File: config.mk
export PLATFORM = sky130hd
export DESIGN_NAME = spell_mem_initiator
export DESIGN_NICKNAME = d
export VERILOG_FILES = /design/src/rtl/spell_mem_pkg.sv /design/src/rtl/spell_mem_watchdog.sv /design/src/rtl/spell_mem_initiator.sv
export SDC_FILE = /design/constraint.sdc
export NUM_CORES = 1
export LEC_CHECK = 0
export ABC_CLOCK_PERIOD_IN_PS = 2400
export BUFFER_PORTS_ARGS = -buffer_cell sky130_fd_sc_hd__buf_2
export CAP_MARGIN = 20
export CELL_PAD_IN_SITES_DETAIL_PLACEMENT = 1
export CELL_PAD_IN_SITES_GLOBAL_PLACEMENT = 1
export CORE_UTILIZATION = 34
export DETAILED_ROUTE_END_ITERATION = 6
export PLACE_DENSITY = 0.88
export SLEW_MARGIN = 40
export SYNTH_ARGS = -nofsm -noshare
export SYNTH_HDL_FRONTEND = slang
export SYNTH_SLANG_ARGS = --single-unit
File: constraint.sdc
create_clock -name clk -period 2.4 [get_ports clk]
set_clock_uncertainty 0.05 [all_clocks]
set_input_delay 0.48 -clock clk [delete_from_list [all_inputs] [get_ports clk]]
set_output_delay 0.48 -clock clk [all_outputs]
set_load 0.02 [all_outputs]
File: src/rtl/spell_mem_pkg.sv
// Shared types and constants for the Spell memory-port initiator.
// Covers the FSM state encoding, bus widths and the default watchdog limit.
package spell_mem_pkg;

    localparam int SPELL_MEM_ADDR_W = 8;
    localparam int SPELL_MEM_DATA_W = 8;

    localparam logic [7:0] SPELL_MEM_DEFAULT_TIMEOUT = 8'd16;

    typedef enum logic [1:0] {
        IDLE    = 2'd0,
        ACCESS  = 2'd1,
        RELEASE = 2'd2
    } spell_mem_state_e;

endpackage

File: src/rtl/spell_mem_watchdog.sv
// Cycle counter that flags a hung responder once the count reaches the limit.
// A limit of zero disables the expiry; the counter saturates instead of wrapping.
module spell_mem_watchdog (
    input  logic       clk,
    input  logic       rst_n,
    input  logic       clear_i,
    input  logic       count_en_i,
    input  logic [7:0] limit_i,
    output logic       expired_o
);

    logic [7:0] count_q;
    logic [7:0] count_d;

    // Expiry fires in the cycle whose increment would make the count equal the limit.
    assign expired_o = count_en_i && (limit_i != 8'd0) &&
                       (({1'b0, count_q} + 9'd1) == {1'b0, limit_i});

    always_comb begin
        count_d = count_q;
        if (clear_i) begin
            count_d = 8'd0;
        end else if (count_en_i && (count_q != 8'hFF)) begin
            count_d = count_q + 8'd1;
        end
    end

    always_ff @(posedge clk) begin
        if (!rst_n) begin
            count_q <= 8'd0;
        end else begin
            count_q <= count_d;
        end
    end

endmodule

File: src/rtl/spell_mem_initiator.sv
// Bus-master side of the Spell memory port: one request at a time, strobe held
// through ACCESS until data_ready or watchdog expiry, then a single release cycle.
module spell_mem_initiator
    import spell_mem_pkg::*;
#(
    parameter logic [7:0] TIMEOUT_CYCLES = SPELL_MEM_DEFAULT_TIMEOUT
) (
    input  logic                        clk,
    input  logic                        rst_n,
    input  logic                        req_valid,
    output logic                        req_ready,
    input  logic                        req_write,
    input  logic                        req_data_space,
    input  logic [SPELL_MEM_ADDR_W-1:0] req_addr,
    input  logic [SPELL_MEM_DATA_W-1:0] req_wdata,
    output logic                        rsp_valid,
    output logic [SPELL_MEM_DATA_W-1:0] rsp_rdata,
    output logic                        rsp_error,
    output logic                        mem_select,
    output logic [SPELL_MEM_ADDR_W-1:0] mem_addr,
    output logic [SPELL_MEM_DATA_W-1:0] mem_data_in,
    output logic                        mem_memory_type_data,
    output logic                        mem_write,
    input  logic [SPELL_MEM_DATA_W-1:0] mem_data_out,
    input  logic                        mem_data_ready
);

    spell_mem_state_e state_q, state_d;

    logic                        mem_select_q, mem_select_d;
    logic [SPELL_MEM_ADDR_W-1:0] mem_addr_q, mem_addr_d;
    logic [SPELL_MEM_DATA_W-1:0] mem_data_in_q, mem_data_in_d;
    logic                        mem_type_q, mem_type_d;
    logic                        mem_write_q, mem_write_d;
    logic                        rsp_valid_q, rsp_valid_d;
    logic [SPELL_MEM_DATA_W-1:0] rsp_rdata_q, rsp_rdata_d;
    logic                        rsp_error_q, rsp_error_d;

    logic wd_clear;
    logic wd_count_en;
    logic wd_expired;
    logic req_fire;

    // A ready still high from the previous access must drop before a new select.
    assign req_ready = (state_q == IDLE) && !mem_data_ready;
    assign req_fire  = req_valid && req_ready;

    spell_mem_watchdog u_watchdog (
        .clk        (clk),
        .rst_n      (rst_n),
        .clear_i    (wd_clear),
        .count_en_i (wd_count_en),
        .limit_i    (TIMEOUT_CYCLES),
        .expired_o  (wd_expired)
    );

    always_comb begin
        state_d       = state_q;
        mem_select_d  = mem_select_q;
        mem_addr_d    = mem_addr_q;
        mem_data_in_d = mem_data_in_q;
        mem_type_d    = mem_type_q;
        mem_write_d   = mem_write_q;
        rsp_valid_d   = 1'b0;
        rsp_rdata_d   = rsp_rdata_q;
        rsp_error_d   = 1'b0;
        wd_clear      = 1'b0;
        wd_count_en   = 1'b0;

        unique case (state_q)
            IDLE: begin
                if (req_fire) begin
                    mem_addr_d    = req_addr;
                    mem_data_in_d = req_wdata;
                    mem_type_d    = req_data_space;
                    mem_write_d   = req_write;
                    mem_select_d  = 1'b1;
                    wd_clear      = 1'b1;
                    state_d       = ACCESS;
                end
            end
            ACCESS: begin
                wd_count_en = !mem_data_ready;
                // data_ready is checked first so it wins over a coincident expiry.
                if (mem_data_ready) begin
                    rsp_valid_d  = 1'b1;
                    rsp_rdata_d  = mem_write_q ? '0 : mem_data_out;
                    mem_select_d = 1'b0;
                    state_d      = RELEASE;
                end else if (wd_expired) begin
                    rsp_valid_d  = 1'b1;
                    rsp_error_d  = 1'b1;
                    rsp_rdata_d  = '0;
                    mem_select_d = 1'b0;
                    state_d      = RELEASE;
                end
            end
            RELEASE: begin
                state_d = IDLE;
            end
            default: begin
                mem_select_d = 1'b0;
                state_d      = IDLE;
            end
        endcase
    end

    always_ff @(posedge clk) begin
        if (!rst_n) begin
            state_q       <= IDLE;
            mem_select_q  <= 1'b0;
            mem_addr_q    <= '0;
            mem_data_in_q <= '0;
            mem_type_q    <= 1'b0;
            mem_write_q   <= 1'b0;
            rsp_valid_q   <= 1'b0;
            rsp_rdata_q   <= '0;
            rsp_error_q   <= 1'b0;
        end else begin
            state_q       <= state_d;
            mem_select_q  <= mem_select_d;
            mem_addr_q    <= mem_addr_d;
            mem_data_in_q <= mem_data_in_d;
            mem_type_q    <= mem_type_d;
            mem_write_q   <= mem_write_d;
            rsp_valid_q   <= rsp_valid_d;
            rsp_rdata_q   <= rsp_rdata_d;
            rsp_error_q   <= rsp_error_d;
        end
    end

    assign mem_select           = mem_select_q;
    assign mem_addr             = mem_addr_q;
    assign mem_data_in          = mem_data_in_q;
    assign mem_memory_type_data = mem_type_q;
    assign mem_write            = mem_write_q;
    assign rsp_valid            = rsp_valid_q;
    assign rsp_rdata            = rsp_rdata_q;
    assign rsp_error            = rsp_error_q;

endmodule
==> results of run 1 <==
[per-stage QoR]
step | hold WS, ns | util | setup WS [ns] | instances
3_5_place_dp | 0.400 | 0.453 | 0.417 | 278
3_3_place_gp | 0.390 | 0.453 | 0.482 | 278
6_report | 0.366 | 0.483 | 0.402 | 286
4_1_cts | 0.355 | 0.482 | 0.404 | 286
2_1_floorplan | 0.467 | - | 0.550 | 172
5_1_grt | 0.361 | 0.483 | 0.238 | 286
[flip-flops by register name, summed over array words and instances, names as in the netlist]
| name | count |
|---|---|
| rsp_rdata | 8 |
| mem_addr | 8 |
| rsp_error | 1 |
| u_watchdog.count_q | 8 |
| mem_select | 1 |
| state_q | 2 |
| mem_memory_type_data | 1 |
| mem_data_in | 8 |
| rsp_valid | 1 |
| mem_write | 1 |
[per-layer routing]
layer,GRT usage,vias up,part of all wire
li1,-,709,-
met1,0.182,631,0.45
met2,0.254,40,0.47
met3,0.0428,4,0.075
met4,0.0459,0,0.0070
met5,0,-,0
[worst max-delay path: cells and delay by family, from the launching register on]
family / cells / cell delay [ns]
and+or+nand+nor: 1 / 0.14
DFF: 1 / 0.42
adders and majority gates: 1 / 0.27
AOI/OAI and AO/OA: 3 / 0.84
xor gates and xnor gates: 1 / 0.15
[placed cells by master, fill, tap and decap left out]
| cell type | netlist | final |
|---|---|---|
| sky130_fd_sc_hd__xnor2_1 | 5 | 5 |
| sky130_fd_sc_hd__and3_2 | 2 | 2 |
| sky130_fd_sc_hd__inv_1 | 2 | 2 |
| sky130_fd_sc_hd__o21a_1 | 1 | 1 |
| sky130_fd_sc_hd__xor2_1 | 1 | 1 |
| sky130_fd_sc_hd__a21oi_2 | 1 | 1 |
| sky130_fd_sc_hd__nand3_1 | 4 | 4 |
| sky130_fd_sc_hd__nor3_2 | 0 | 1 |
| sky130_fd_sc_hd__and2_2 | 1 | 1 |
| sky130_fd_sc_hd__clkbuf_8 | 0 | 6 |
| sky130_fd_sc_hd__buf_4 | 0 | 3 |
| sky130_fd_sc_hd__nor3_1 | 5 | 4 |
| sky130_fd_sc_hd__ha_1 | 1 | 1 |
| sky130_fd_sc_hd__and2_1 | 1 | 1 |
| sky130_fd_sc_hd__or4b_1 | 1 | 1 |
| sky130_fd_sc_hd__nand2b_1 | 3 | 3 |
| sky130_fd_sc_hd__buf_2 | 2 | 59 |
| sky130_fd_sc_hd__o22ai_1 | 1 | 1 |
| sky130_fd_sc_hd__a2111oi_4 | 1 | 1 |
| sky130_fd_sc_hd__a22o_1 | 8 | 8 |
| sky130_fd_sc_hd__clkinv_2 | 0 | 1 |
| sky130_fd_sc_hd__mux2i_1 | 2 | 2 |
| sky130_fd_sc_hd__o21ai_1 | 1 | 1 |
| sky130_fd_sc_hd__nor2b_1 | 1 | 1 |
| sky130_fd_sc_hd__nand4_2 | 1 | 1 |
| sky130_fd_sc_hd__bufinv_16 | 0 | 1 |
| sky130_fd_sc_hd__nand4_1 | 1 | 1 |
| sky130_fd_sc_hd__o31ai_4 | 1 | 1 |
| sky130_fd_sc_hd__nor3b_1 | 1 | 1 |
| sky130_fd_sc_hd__a21oi_1 | 18 | 18 |
| sky130_fd_sc_hd__a31oi_1 | 2 | 2 |
| sky130_fd_sc_hd__nand2_1 | 45 | 45 |
| sky130_fd_sc_hd__o21ai_2 | 1 | 1 |
| sky130_fd_sc_hd__dfxtp_1 | 39 | 39 |
| sky130_fd_sc_hd__nor2_1 | 14 | 14 |
| sky130_fd_sc_hd__and4b_1 | 1 | 1 |
[where the power goes]
group          switching, mW  internal [mW]
Sequential            0.0129          0.671
Clock                  0.217          0.336
Combinational         0.0916         0.0576
[area by class of cell]
class	instances	area, um^2	share of cell area
clock buffers	6	82.6	0.0413
repair buffers	62	318	0.159
clock inverters	2	35.0	0.0175
multi-input cells	125	714	0.357
flip-flops and latches	39	781	0.390
well taps	50	62.6	0.0313
inverters	2	7.51	0.00375
[cells by family (layout without fill, tap and decap cells)]
| family | count (synthesis) | count (layout) |
|---|---|---|
| AND/OR/NAND/NOR | 81 | 81 |
| flip-flops | 39 | 39 |
| AO/OA/AOI/OAI | 35 | 35 |
| buffers and inverters | 8 | 72 |
| XOR/XNOR | 6 | 6 |
| multiplexers | 2 | 2 |
| adder cells (fa/ha/maj) | 1 | 1 |
[worst paths after layout]
check	startpoint	to	slack, ns	cells after the start
worst max-delay path	u_watchdog.count_q[0]	rsp_rdata[3]	0.40	6
worst min-delay path	mem_data_out[4]	rsp_rdata[4]	0.37	2
worst max register to register	u_watchdog.count_q[0]	rsp_rdata[3]	0.40	6
worst min register to register	mem_data_in[4]	mem_data_in[4]	0.40	2
==> impl_metrics.prom, run 1 <==
# TYPE chip_impl_metric gauge
chip_impl_info{name="outcome",value="finished, final reports clean"} 1
chip_impl_metric{name="detailedPlacementHpwl",unit="um"} 2690
chip_impl_metric{name="coreArea",unit="mm^2"} 0.00414
chip_impl_metric{name="placement.cell_area",unit="mm^2"} 0.00188
chip_impl_metric{name="post_route_cells_drive_above_1_share",unit=""} 0.335
chip_impl_metric{name="count_of_instances_resized_after_the_clock_tree_is_built",unit=""} 0
chip_impl_metric{name="yosysUniqueCellTypes",unit=""} 32
chip_impl_metric{name="antenna_found_initial",unit=""} 0
chip_impl_info{name="endpoint_kind",value="flop"} 1
chip_impl_metric{name="drt_wl_total",unit="um"} 3690
chip_impl_metric{name="synth_simple_gate_area_share",unit=""} 0.241
chip_impl_metric{name="num_antenna_cells",unit=""} 0
chip_impl_metric{name="ant_nets",unit=""} 0
chip_impl_metric{name="die_x",unit="um"} 68.9
chip_impl_metric{name="fmaxAchievable",unit="MHz"} 501
chip_impl_metric{name="crit_arrival",unit="ns"} 2.12
chip_impl_metric{name="yosys_register_bits",unit=""} 39
chip_impl_metric{name="final.fill_count",unit=""} 520
chip_impl_metric{name="share_of_synthesized_cell_area_in_full_adder_half_adder_and_majority_cells",unit=""} 0.00822
chip_impl_metric{name="total_power_density_per_cell_area",unit="mW/mm^2"} 693
chip_impl_metric{name="floorplan.initialDensity",unit=""} 0.367
chip_impl_metric{name="setup-violations-final",unit=""} 0
chip_impl_metric{name="drtIter0Drc",unit=""} 34
chip_impl_metric{name="routed_via_density",unit=""} 4.84
chip_impl_metric{name="flow.area_growth_from_synthesis",unit="%"} 31.4
chip_impl_metric{name="ir_worst_vdd",unit="mV"} 0.250
chip_impl_metric{name="layout_worst_path_cycle_share",unit=""} 0.832
chip_impl_metric{name="tightestPinTransition",unit="ns"} 0.530
chip_impl_info{name="synthDominantAreaCellType",value="sky130_fd_sc_hd__dfxtp_1"} 1
chip_impl_metric{name="synth_xor_area_frac",unit=""} 0.0345
chip_impl_metric{name="cap_violations",unit=""} 0
chip_impl_info{name="hold_path_class",value="in2reg"} 1
chip_impl_metric{name="cts.path.max_buffers",unit=""} 2
chip_impl_info{name="path_class",value="reg2reg"} 1
chip_impl_metric{name="number_of_standard_cell_rows_in_the_floorplan",unit=""} 23
chip_impl_info{name="cts-root-buf",value="sky130_fd_sc_hd__clkbuf_8"} 1
chip_impl_metric{name="synth_top_area_share",unit=""} 0.513
chip_impl_metric{name="cts_num_sinks",unit=""} 39
chip_impl_metric{name="wire_per_inst",unit="um"} 12.9
chip_impl_metric{name="design_area",unit="mm^2"} 0.00200
chip_impl_metric{name="fin_nets",unit=""} 266
chip_impl_metric{name="synth_sequential_area_ratio",unit=""} 0.513
chip_impl_metric{name="fp.dieArea",unit="mm^2"} 0.00475
chip_impl_metric{name="grt_max_degree",unit=""} 23
chip_impl_metric{name="crit_path_max_fanout",unit=""} 8
chip_impl_info{name="ys_top_cells_by_count",value="sky130_fd_sc_hd__nand2_1, sky130_fd_sc_hd__dfxtp_1, sky130_fd_sc_hd__a21oi_1"} 1
chip_impl_metric{name="timing.critical_path.slowest_cell_delay",unit="ns"} 0.48
chip_impl_metric{name="numPortBuffers",unit=""} 59
chip_impl_metric{name="post_cts_hold_buffer_count",unit=""} 0
chip_impl_metric{name="final_count_of_hold_timing_violations",unit=""} 0
chip_impl_metric{name="wp_data_required",unit="ns"} 2.52
chip_impl_metric{name="p_leak",unit="nW"} 0.870
chip_impl_metric{name="vias",unit=""} 1384
chip_impl_metric{name="drt-pass1-iter-count",unit=""} 4
chip_impl_metric{name="synth-async-reset-ratio",unit=""} 0
chip_impl_metric{name="netlist_instances",unit=""} 172
chip_impl_metric{name="total_power_of_the_final_layout",unit="mW"} 1.39
chip_impl_metric{name="numCtsBuffers",unit=""} 5
chip_impl_metric{name="gp_routability_congestion",unit=""} 0.777
chip_impl_metric{name="synth.cell_area",unit="mm^2"} 0.00152
chip_impl_metric{name="worst_rel_slew_slack",unit=""} 0.645
chip_impl_metric{name="syn_area_per_cell",unit="um^2"} 8.85
chip_impl_metric{name="grt_pass1_wl",unit="um"} 5350
chip_impl_metric{name="synth_enable_flop_cells",unit=""} 0
chip_impl_metric{name="grt_util_all_layers",unit=""} 0.150
chip_impl_info{name="critPathSlowestCell",value="sky130_fd_sc_hd__a2111oi_4"} 1
chip_impl_info{name="netlist_top_cells_area",value="sky130_fd_sc_hd__dfxtp_1, sky130_fd_sc_hd__nand2_1, sky130_fd_sc_hd__a21oi_1"} 1
chip_impl_metric{name="postCtsSetupBuffers",unit=""} 0
chip_impl_metric{name="synth_compound_area_frac",unit=""} 0.169
chip_impl_metric{name="syn_nets",unit=""} 203
chip_impl_metric{name="grt-ovfl-total",unit=""} 0
chip_impl_metric{name="detail_route.drc_violations",unit=""} 0
chip_impl_metric{name="synth.mux.area_fraction",unit=""} 0.0131
chip_impl_info{name="critical_path.cell_chain",value="ha_1 -> xnor2_1 -> nand4_2 -> a2111oi_4 -> o31ai_4 -> a22o_1"} 1
chip_impl_metric{name="fp.dieH",unit="um"} 68.9
chip_impl_metric{name="yosysWarnings",unit=""} 0
chip_impl_metric{name="clock_pin_transition_on_the_worst_setup_and_hold_timing_paths",unit="ns"} 0.07
chip_impl_metric{name="cts_htree_levels",unit=""} 2
chip_impl_info{name="top_flip_flop_cell_by_instance_count_after_synthesis",value="sky130_fd_sc_hd__dfxtp_1"} 1
chip_impl_info{name="crit_path_start_kind",value="flop"} 1
chip_impl_metric{name="totalNegativeSetupSlack",unit="ns"} 0
chip_impl_metric{name="num_io_pins",unit=""} 60
chip_impl_info{name="synth_top_family_by_area",value="simple AND/OR/NAND/NOR gates"} 1
chip_impl_info{name="tritoncts",value="done"} 1
chip_impl_info{name="post-synth-top-count-cell",value="sky130_fd_sc_hd__nand2_1"} 1
chip_impl_metric{name="timing.final.max_slew_violations",unit=""} 0
chip_impl_metric{name="final_min_period",unit="ns"} 2.00
chip_impl_info{name="rsz0062_at_grt",value="false"} 1
chip_impl_metric{name="grt_pass1_vias",unit=""} 1210
chip_impl_metric{name="clk-insertion-delay-late",unit="ns"} 0.28
(Power assumes the default switching activity.)
==> inputs of run 2 (changes only) <==
--- a/config.mk
+++ b/config.mk
@@ -5,7 +5,8 @@
 export SDC_FILE = /design/constraint.sdc
 export NUM_CORES = 1
 export LEC_CHECK = 0
-export ABC_CLOCK_PERIOD_IN_PS = 2400
+export ABC_AREA = 1
+export ABC_CLOCK_PERIOD_IN_PS = 1850
 export BUFFER_PORTS_ARGS = -buffer_cell sky130_fd_sc_hd__buf_2
 export CAP_MARGIN = 20
 export CELL_PAD_IN_SITES_DETAIL_PLACEMENT = 1
==> constraint.sdc (replaced) <==
create_clock -name clk -period 1.85 [get_ports clk]
set_clock_uncertainty 0.05 [all_clocks]
set_input_delay 0.37 -clock clk [delete_from_list [all_inputs] [get_ports clk]]
set_output_delay 0.37 -clock clk [all_outputs]
set_load 0.02 [all_outputs]
==> impl_metrics.prom, run 2 <==
# TYPE chip_impl_metric gauge
chip_impl_metric{name="drt-pass1-iter-count",unit=""} 6
chip_impl_metric{name="tightestPinTransition",unit="ns"} 0.654
chip_impl_metric{name="detailedPlacementHpwl",unit="um"} 3160
chip_impl_metric{name="clock_pin_transition_on_the_worst_setup_and_hold_timing_paths",unit="ns"} 0.08
chip_impl_metric{name="wp_data_required",unit="ns"} 1.99
chip_impl_metric{name="num_io_pins",unit=""} 60
chip_impl_metric{name="fp.dieArea",unit="mm^2"} 0.00503
chip_impl_metric{name="cts.path.max_buffers",unit=""} 2
chip_impl_metric{name="numCtsBuffers",unit=""} 5
chip_impl_metric{name="cts_num_sinks",unit=""} 39
chip_impl_info{name="dominant_delay_contributor_by_cell_family_on_the_critical_path",value="simple AND/OR/NAND/NOR gates"} 1
chip_impl_metric{name="die_x",unit="um"} 70.9
chip_impl_metric{name="antenna_found_initial",unit=""} 0
chip_impl_metric{name="finish.utilization",unit=""} 0.480
chip_impl_metric{name="placement.cell_area",unit="mm^2"} 0.00198
chip_impl_metric{name="final_min_period",unit="ns"} 1.71
chip_impl_info{name="most_common_cell_after_layout_fill_and_taps_aside",value="sky130_fd_sc_hd__buf_2"} 1
chip_impl_metric{name="syn_area_per_cell",unit="um^2"} 7.88
chip_impl_metric{name="flow.area_growth_from_synthesis",unit="%"} 32.8
chip_impl_metric{name="routed_via_density",unit=""} 5.13
chip_impl_info{name="synthDominantAreaCellType",value="sky130_fd_sc_hd__dfxtp_1"} 1
chip_impl_info{name="ys_top_cells_by_count",value="sky130_fd_sc_hd__nand2_1, sky130_fd_sc_hd__nand3_1, sky130_fd_sc_hd__dfxtp_1"} 1
chip_impl_metric{name="ant_nets",unit=""} 0
chip_impl_metric{name="drt_wl_total",unit="um"} 4530
chip_impl_metric{name="grt_util_all_layers",unit=""} 0.183
chip_impl_info{name="critical_path.cell_chain",value="ha_2 -> nand2_2 -> o21ai_1 -> nand2_1 -> nor2_2 -> nand3_2 -> nand2_4 -> nand2_4 -> nand3_1 -> o21ai_2"} 1
chip_impl_metric{name="setup-violations-final",unit=""} 0
chip_impl_metric{name="synth_sequential_area_ratio",unit=""} 0.483
chip_impl_info{name="hold_path_class",value="in2reg"} 1
chip_impl_metric{name="grt_pass1_wl",unit="um"} 7250
chip_impl_metric{name="syn_nets",unit=""} 236
chip_impl_metric{name="post_cts_hold_buffer_count",unit=""} 0
chip_impl_info{name="critPathSlowestCell",value="sky130_fd_sc_hd__dfxtp_4"} 1
chip_impl_metric{name="ir_worst_vdd",unit="mV"} 0.434
chip_impl_metric{name="fmaxAchievable",unit="MHz"} 586
chip_impl_info{name="endpoint_kind",value="flop"} 1
chip_impl_metric{name="grt-ovfl-total",unit=""} 0
chip_impl_metric{name="floorplan.initialDensity",unit=""} 0.361
chip_impl_metric{name="cts_htree_levels",unit=""} 2
chip_impl_metric{name="coreArea",unit="mm^2"} 0.00447
chip_impl_info{name="tritoncts",value="done"} 1
chip_impl_metric{name="gp_routability_congestion",unit=""} 0.734
chip_impl_metric{name="grt_max_degree",unit=""} 21
chip_impl_metric{name="fin_nets",unit=""} 300
chip_impl_metric{name="layout_worst_path_cycle_share",unit=""} 0.923
chip_impl_metric{name="fp.dieH",unit="um"} 70.9
chip_impl_metric{name="total_power_density_per_cell_area",unit="mW/mm^2"} 861
chip_impl_metric{name="timing.final.max_slew_violations",unit=""} 0
chip_impl_info{name="crit_path_start_kind",value="flop"} 1
chip_impl_metric{name="numPortBuffers",unit=""} 59
chip_impl_info{name="top_flip_flop_cell_by_instance_count_after_synthesis",value="sky130_fd_sc_hd__dfxtp_1"} 1
chip_impl_info{name="crit_top_cell",value="sky130_fd_sc_hd__nand2_4"} 1
chip_impl_metric{name="synth_top_area_share",unit=""} 0.483
chip_impl_metric{name="number_of_standard_cell_rows_in_the_floorplan",unit=""} 24
chip_impl_info{name="post-synth-top-count-cell",value="sky130_fd_sc_hd__nand2_1"} 1
chip_impl_info{name="cts-root-buf",value="sky130_fd_sc_hd__clkbuf_8"} 1
chip_impl_info{name="netlist_top_cells_area",value="sky130_fd_sc_hd__dfxtp_1, sky130_fd_sc_hd__nand3_1, sky130_fd_sc_hd__nand2_1"} 1
chip_impl_metric{name="crit_arrival",unit="ns"} 1.85
chip_impl_metric{name="design_area",unit="mm^2"} 0.00215
chip_impl_metric{name="post_route_cells_drive_above_1_share",unit=""} 0.363
chip_impl_metric{name="final_count_of_hold_timing_violations",unit=""} 0
chip_impl_metric{name="vias",unit=""} 1653
chip_impl_metric{name="detail_route.drc_violations",unit=""} 0
chip_impl_info{name="outcome",value="finished, final reports clean"} 1
chip_impl_metric{name="synth_enable_flop_cells",unit=""} 0
chip_impl_metric{name="worst_rel_slew_slack",unit=""} 0.563
chip_impl_metric{name="totalNegativeSetupSlack",unit="ns"} 0
chip_impl_metric{name="p_leak",unit="nW"} 0.939
chip_impl_metric{name="synth.cell_area",unit="mm^2"} 0.00162
chip_impl_metric{name="yosysUniqueCellTypes",unit=""} 23
chip_impl_metric{name="yosysWarnings",unit=""} 0
chip_impl_metric{name="cap_violations",unit=""} 0
chip_impl_metric{name="wire_per_inst",unit="um"} 14.1
chip_impl_metric{name="num_antenna_cells",unit=""} 0
chip_impl_metric{name="yosys_register_bits",unit=""} 39
chip_impl_metric{name="synth-async-reset-ratio",unit=""} 0
chip_impl_metric{name="path_buf_inv",unit=""} 0
chip_impl_metric{name="clk-insertion-delay-late",unit="ns"} 0.29
chip_impl_metric{name="timing.critical_path.slowest_cell_delay",unit="ns"} 0.37
chip_impl_metric{name="drtIter0Drc",unit=""} 61
chip_impl_metric{name="netlist_instances",unit=""} 205
chip_impl_metric{name="grt_pass1_vias",unit=""} 1641
chip_impl_metric{name="crit_path_max_fanout",unit=""} 8
chip_impl_info{name="path_class",value="reg2reg"} 1
chip_impl_info{name="most_frequent_cells_in_the_layout",value="sky130_fd_sc_hd__buf_2, sky130_fd_sc_hd__nand2_1, sky130_fd_sc_hd__nand3_1"} 1
## run 2: changes by cell type after synthesis, sizes merged, moves of 4 or more
cell   before  now
nand3       4   42
inv         2   13
a22o        8    0
nor2       14    7
a21oi      19   27
o21ai       2   14
xnor2       5    1
## run 2: cell type report
type / instances / area (um^2)
flip-flops and latches: 39 / 786
fillers: 563 / 2330
well taps: 52 / 65.1
clock buffers: 6 / 82.6
repair buffers: 65 / 340
clock inverters: 2 / 35.0
multi-input cells: 143 / 781
inverters: 15 / 56.3
## run 2: cell families (layout without fill, tap and decap cells)
logic type / after synthesis / after routing / share of synthesized area
AO/OA/AOI/OAI: 43 / 43 / 0.154
XOR/XNOR: 1 / 1 / 0.00542
adder cells (fa/ha/maj): 1 / 1 / 0.00774
buffers and inverters: 24 / 88 / 0.0581
flip-flops: 39 / 39 / 0.483
AND/OR/NAND/NOR: 97 / 98 / 0.291
## run 2: worst paths after layout
path / start / end / slack, ns / cells after the start
setup reg to reg: u_watchdog.count_q[1] / rsp_rdata[0] / 0.14 / 10
setup / recovery: u_watchdog.count_q[1] / rsp_rdata[0] / 0.14 / 10
hold / removal: req_wdata[1] / mem_data_in[1] / 0.29 / 3
hold reg to reg: mem_memory_type_data / mem_memory_type_data / 0.41 / 2
## run 2: layer usage
layer  global-route usage  vias up  wire length [um]
met3               0.0598        5               181
met4               0.0600        0                44
li1                     -      818                 -
met1                0.228      791              2080
met5                    0        -                 0
met2                0.299       39              2220
## run 2: worst register-to-register path, stage by stage, from the launching register on
cell                      delay, ns
sky130_fd_sc_hd__dfxtp_4       0.37
sky130_fd_sc_hd__ha_2          0.20
sky130_fd_sc_hd__nand2_2       0.08
sky130_fd_sc_hd__o21ai_1       0.15
sky130_fd_sc_hd__nand2_1       0.10
sky130_fd_sc_hd__nor2_2        0.12
sky130_fd_sc_hd__nand3_2       0.12
sky130_fd_sc_hd__nand2_4       0.15
sky130_fd_sc_hd__nand2_4       0.10
sky130_fd_sc_hd__nand3_1       0.11
sky130_fd_sc_hd__o21ai_2       0.06
## run 2: metrics by stage
step,hold WS (ns),total power [mW],cells,worst slack [ns]
finish,0.295,1.85,322,0.142
global route,0.292,1.93,322,-0.00930
CTS,0.286,1.87,320,0.0777
detailed placement,0.405,1.12,312,0.109
global placement,0.395,1.12,312,0.178
floorplan,0.407,1.03,205,0.314
## run 2: timing repair
item	in CTS	in global routing
setup endpoints to repair	0	15
buffers inserted	0	1
resized for setup	0	10
## run 2: where the power goes
part / internal (mW) / total [mW] / switching (mW)
clock network: 0.437 / 0.741 / 0.304
registers: 0.866 / 0.884 / 0.0180
logic: 0.0799 / 0.222 / 0.142
total: 1.38 / 1.85 / 0.464
